[src/rtl/pc_sequencer.sv]
// Program-counter sequencer: owns the IM fetch address, selects the next PC
// (sequential / branch / jump / jump-register), holds on stall and traps illegal targets.
module pc_sequencer #(
    parameter logic [31:0] PC_RESET = 32'h0000_3000,
    parameter int unsigned IM_DEPTH = 4096
) (
    input  logic        clk,
    input  logic        reset,
    input  logic [1:0]  npc_sel,
    input  logic        br_taken,
    input  logic [15:0] imm16,
    input  logic [25:0] imm26,
    input  logic [31:0] ra,
    input  logic        stall,
    output logic [31:0] pc,
    output logic [31:0] pc_plus4,
    output logic        fetch_valid,
    output logic        fault,
    output logic [1:0]  state,
    output logic [31:0] instr_cnt
);

    typedef enum logic [1:0] {
        BOOT  = 2'b00,
        RUN   = 2'b01,
        STALL = 2'b10,
        FAULT = 2'b11
    } state_t;

    // One past the last legal byte address; 33 bits so a window ending at 2^32 still compares.
    localparam logic [32:0] IM_END = {1'b0, PC_RESET} + (33'(IM_DEPTH) << 2);

    state_t             state_q;
    logic [31:0]        pc_q;
    logic [31:0]        cnt_q;
    logic               fault_q;

    logic [31:0]        pc_plus4_w;
    logic signed [31:0] br_off;
    logic [31:0]        pc_d;
    logic               legal_d;

    always_comb begin
        pc_plus4_w = pc_q + 32'd4;
        br_off     = {{14{imm16[15]}}, imm16, 2'b00};
        pc_d       = pc_plus4_w;
        case (npc_sel)
            2'b00:   pc_d = pc_plus4_w;
            2'b01:   pc_d = br_taken ? (pc_plus4_w + $unsigned(br_off)) : pc_plus4_w;
            2'b10:   pc_d = {pc_q[31:28], imm26, 2'b00};
            default: pc_d = ra;
        endcase
        legal_d = (pc_d[1:0] == 2'b00)
               && ({1'b0, pc_d} >= {1'b0, PC_RESET})
               && ({1'b0, pc_d} <  IM_END);
    end

    // Stall outranks fault detection; FAULT is left only through reset.
    always_ff @(posedge clk or negedge reset) begin
        if (!reset) begin
            state_q <= BOOT;
            pc_q    <= PC_RESET;
            cnt_q   <= 32'd0;
            fault_q <= 1'b0;
        end else begin
            case (state_q)
                BOOT: state_q <= RUN;
                RUN, STALL: begin
                    if (stall) begin
                        state_q <= STALL;
                    end else if (legal_d) begin
                        pc_q    <= pc_d;
                        cnt_q   <= cnt_q + 32'd1;
                        state_q <= RUN;
                    end else begin
                        state_q <= FAULT;
                        fault_q <= 1'b1;
                    end
                end
                FAULT:   state_q <= FAULT;
                default: state_q <= BOOT;
            endcase
        end
    end

    assign pc          = pc_q;
    assign pc_plus4    = pc_plus4_w;
    assign fetch_valid = (state_q == RUN) || (state_q == STALL);
    assign fault       = fault_q;
    assign state       = state_q;
    assign instr_cnt   = cnt_q;

endmodule

[config.mk]
export PLATFORM = sky130hd
export DESIGN_NAME = pc_sequencer
export DESIGN_NICKNAME = d
export VERILOG_FILES = /design/src/rtl/pc_sequencer.sv
export SDC_FILE = /design/constraint.sdc
export NUM_CORES = 1
export LEC_CHECK = 0
export ABC_AREA = 0
export BUFFER_PORTS_ARGS = -buffer_cell sky130_fd_sc_hd__buf_2
export CAP_MARGIN = 5
export CORE_ASPECT_RATIO = 1.75
export CORE_MARGIN = 2
export CORE_UTILIZATION = 45
export DETAILED_ROUTE_END_ITERATION = 8
export GPL_ROUTABILITY_DRIVEN = 1
export PLACE_DENSITY = 0.82
export SLEW_MARGIN = 10
export SYNTH_ARGS = -nofsm -noshare
export SYNTH_HDL_FRONTEND = slang
export SYNTH_SLANG_ARGS = --single-unit
[constraint.sdc]
create_clock -name clk -period 5.99 [get_ports clk]
set_clock_uncertainty 0.1 [all_clocks]
set_input_delay 1.198 -clock clk [delete_from_list [all_inputs] [get_ports clk]]
set_output_delay 1.198 -clock clk [all_outputs]
set_load 0.02 [all_outputs]
==> impl_metrics.env <==
export IMPL_post_route_drc_count=0
export IMPL_hold_depth=1
export IMPL_synth_top_cell_by_area="dfrtp_1"
export IMPL_synth_edf_count=0
export IMPL_timing_final_ws_setup_ns=0.344
export IMPL_finalNetCount=1073
export IMPL_fmax_mhz=177
export IMPL_cp_slowest_cell="or3_2"
export IMPL_core_sq_um=13800
export IMPL_synth_most_common_cell="dfrtp_1"
export IMPL_hold_violations=0
export IMPL_slowest_delay_ns=0.55
export IMPL_syn_nets=891
export IMPL_antenna_found_initial=0
export IMPL_fin_crit_sh_pct=94.3
export IMPL_place_gp_congestion=1.05
export IMPL_irDropWorstVdd_mv=0.299
export IMPL_dpl_hpwl_mm=18.4
export IMPL_antenna_cells=0
export IMPL_synth_commonest_cells="dfrtp_1, nand2_1, nor2_1"
export IMPL_r2r_end="instr_cnt[1]$_DFFE_PN0P_"
export IMPL_cell_internal_pwr_w=0.000959
export IMPL_powerDensity_nw_per_um2=173
export IMPL_ys_seq_area_share_pct=26.4
export IMPL_worst_endpoint_arrival_ns=5.75
export IMPL_grt_max_degree=68
export IMPL_wl_per_cell_um=19.8
export IMPL_area_growth_pct=24.1
export IMPL_h_tree_depth=3
export IMPL_fp_dieH_um=161
export IMPL_crit_type="flop to flop"
export IMPL_seqPwrFrac_pct=34.9
export IMPL_dr_pass1_iters=5
export IMPL_cts_root_buf="clkbuf_16"
export IMPL_tightest_slew_ns=0.829
export IMPL_cts_made_buffers=9
export IMPL_worstRegToRegCells=17
export IMPL_syn_area_per_cell_sq_um=8.22
export IMPL_yosysWarnings=0
export IMPL_slew_violations=0
export IMPL_grt_use_total_pct=29.4
export IMPL_vias_per_cell=6.11
export IMPL_vias=6958
export IMPL_min_to="fault$_DFFE_PN0P_"
export IMPL_clk_pin_slew_ns=0.05
export IMPL_timing_slew_headroom_pct=44.7
export IMPL_swShare_pct=29.8
export IMPL_critPathMaxFanout=33
export IMPL_grt_pass1_wl_mm=34.9
export IMPL_ys_flop_type="dfrtp_1"
export IMPL_pwr_share_clk_pct=41.0
export IMPL_start_util_pct=46.0
export IMPL_crit_buf_inv=2
export IMPL_dpl_worst_slack_ns=0.377
export IMPL_p_leak_nw=4.01
export IMPL_hold_start="fault$_DFFE_PN0P_"
export IMPL_reg2reg_slack_ns=0.34
export IMPL_synth_top_area_share_pct=25.6
export IMPL_dieArea_sq_um=15100
export IMPL_cts_buffer_depth=2
export IMPL_comb_power_share_pct=24.1
export IMPL_first_global_vias=6863
export IMPL_drtAntennaViolNets=0
export IMPL_finalPower_w=0.00137
export IMPL_cp_common_cell="o21ai_0"
export IMPL_port_buffers=179
export IMPL_synth_async_reset_ratio_pct=100
export IMPL_switching_power_w=0.000407
export IMPL_drt_wl_total_mm=22.6
export IMPL_timing_final_crit_period_ns=5.65
export IMPL_synthTopCellsByArea="dfrtp_1, ha_1, xnor2_1, xor2_1, nand2_1"
export IMPL_first_iter_violations=388
export IMPL_cp_end_kind="flop"
export IMPL_yosysUniqueCellTypes=77
export IMPL_setup_violations_final=0
export IMPL_startpoint_type="flop"
export IMPL_r2r_start="pc[5]$_DFFE_PN0P_"
export IMPL_final_util_pct=57.1
export IMPL_hold_class="flop to flop"
export IMPL_crit_required_ns=6.09
export IMPL_row_count=57
export IMPL_cap_violations=0
export IMPL_cts_sinks=67
export IMPL_synth_cells=774
export IMPL_netlist_area_sq_um=6360
export IMPL_synth_seq_cells=67
export IMPL_die_w_um=93.9
export IMPL_clock_latency_ns=0.32
export IMPL_crit_chain="nand4_4, nor2_2, and3_1, xor2_1, ha_1, a21oi_1, o21ai_0, a21o_1, o211ai_1, a2111oi_0, a31o_2, o21ai_0, nand4_1, or3_2, buf_12, buf_4, mux2_2"
export IMPL_tritoncts="built"
export IMPL_ios=180
export IMPL_status="finished, final reports clean"
export IMPL_crit_family="compound AO/OA/AOI/OAI gates"
export IMPL_grt_overflow=0
export IMPL_drive_gt1_share_pct=27.8
[cell usage in the layout (no fill, tap or decap), drive strengths merged, types with 5 or more instances in the layout]
cell type  instances
mux2              18
clkbuf             9
nand2             65
dfrtp             65
or4                5
o21ai             28
a21oi             40
nor2              53
nor3              34
and2              19
nand4             23
xnor2             40
mux2i             15
a31oi              6
a21o              17
inv               30
buf              210
o211ai             8
o21bai             6
xor2              34
a211oi            21
nand3             45
nor4              15
and3              19
ha                36
or3               12
[kinds of logic (layout without fill, tap and decap cells)]
group,count (synthesis),in the layout,synth area share (%)
AND/OR/NAND/NOR,314,314,26.1
AO/OA/AOI/OAI,180,180,19.7
XOR/XNOR,74,74,10.2
buffers and inverters,68,255,4.33
flip-flops,67,67,26.4
adder cells (fa/ha/maj),37,37,7.39
multiplexers,34,34,5.90
[state kept, by name (all words and copies together) (netlist names)]
signal / count
pc: 32
fault: 1
state: 2
instr_cnt: 32
[stage by stage]
stage	std cells	hold WS, ns	TNS (ns)	instance area (sq um)
floorplan	774	0.478	0	6360
global placement	1121	0.356	0	7550
detailed placement	1121	0.359	0	7550
CTS	1137	0.378	0	7880
global route	1138	0.396	-0.00430	7900
finish	1138	0.372	0	7900
[worst max-delay path by stage]
stage                             startpoint                         to  slack [ns]  cells past startpoint
after detailed placement   pc[5]$_DFFE_PN0P_          pc[4]$_DFFE_PN0P_        0.38                     17
after global routing       pc[2]$_DFFE_PN0P_          pc[9]$_DFFE_PN0P_      -0.004                     20
after global placement     pc[4]$_DFFE_PN0P_   instr_cnt[1]$_DFFE_PN0P_        0.45                     17
final                      pc[5]$_DFFE_PN0P_   instr_cnt[1]$_DFFE_PN0P_        0.34                     17
after floorplan           pc[13]$_DFFE_PN1P_  instr_cnt[17]$_DFFE_PN0P_        0.40                     19
after CTS                  pc[5]$_DFFE_PN0P_          pc[4]$_DFFE_PN0P_        0.34                     17
[final cells by class]
class | count | area, sq um
fill | 1330 | 5940
clock buffer | 9 | 225
clock inverter | 7 | 100
tap | 177 | 221
multi-input combinational | 639 | 4420
timing repair buffer | 210 | 1140
inverter | 29 | 109
sequential | 67 | 1680
[power groups by stage]
stage / clock [W] / sequential [W] / combinational (W)
2_1_floorplan: 0 / 0.000496 / 0.000190
3_3_place_gp: 0 / 0.000485 / 0.000322
3_5_place_dp: 0 / 0.000485 / 0.000324
4_1_cts: 0.000571 / 0.000477 / 0.000326
5_1_grt: 0.000590 / 0.000478 / 0.000361
6_report: 0.000560 / 0.000477 / 0.000329
[per-layer routing]
metal	part of all wire, %	GRT usage [%]
met1	35	31.4
met2	51	51.9
met3	5.7	3.68
met4	7.9	21.3
met5	0	0
[timing repair]
action	CTS	global route
gates resized for setup	0	3
setup buffers	0	1
hold buffers	0	0
endpoints found under the setup margin	0	22
(Power assumes the default switching activity.)
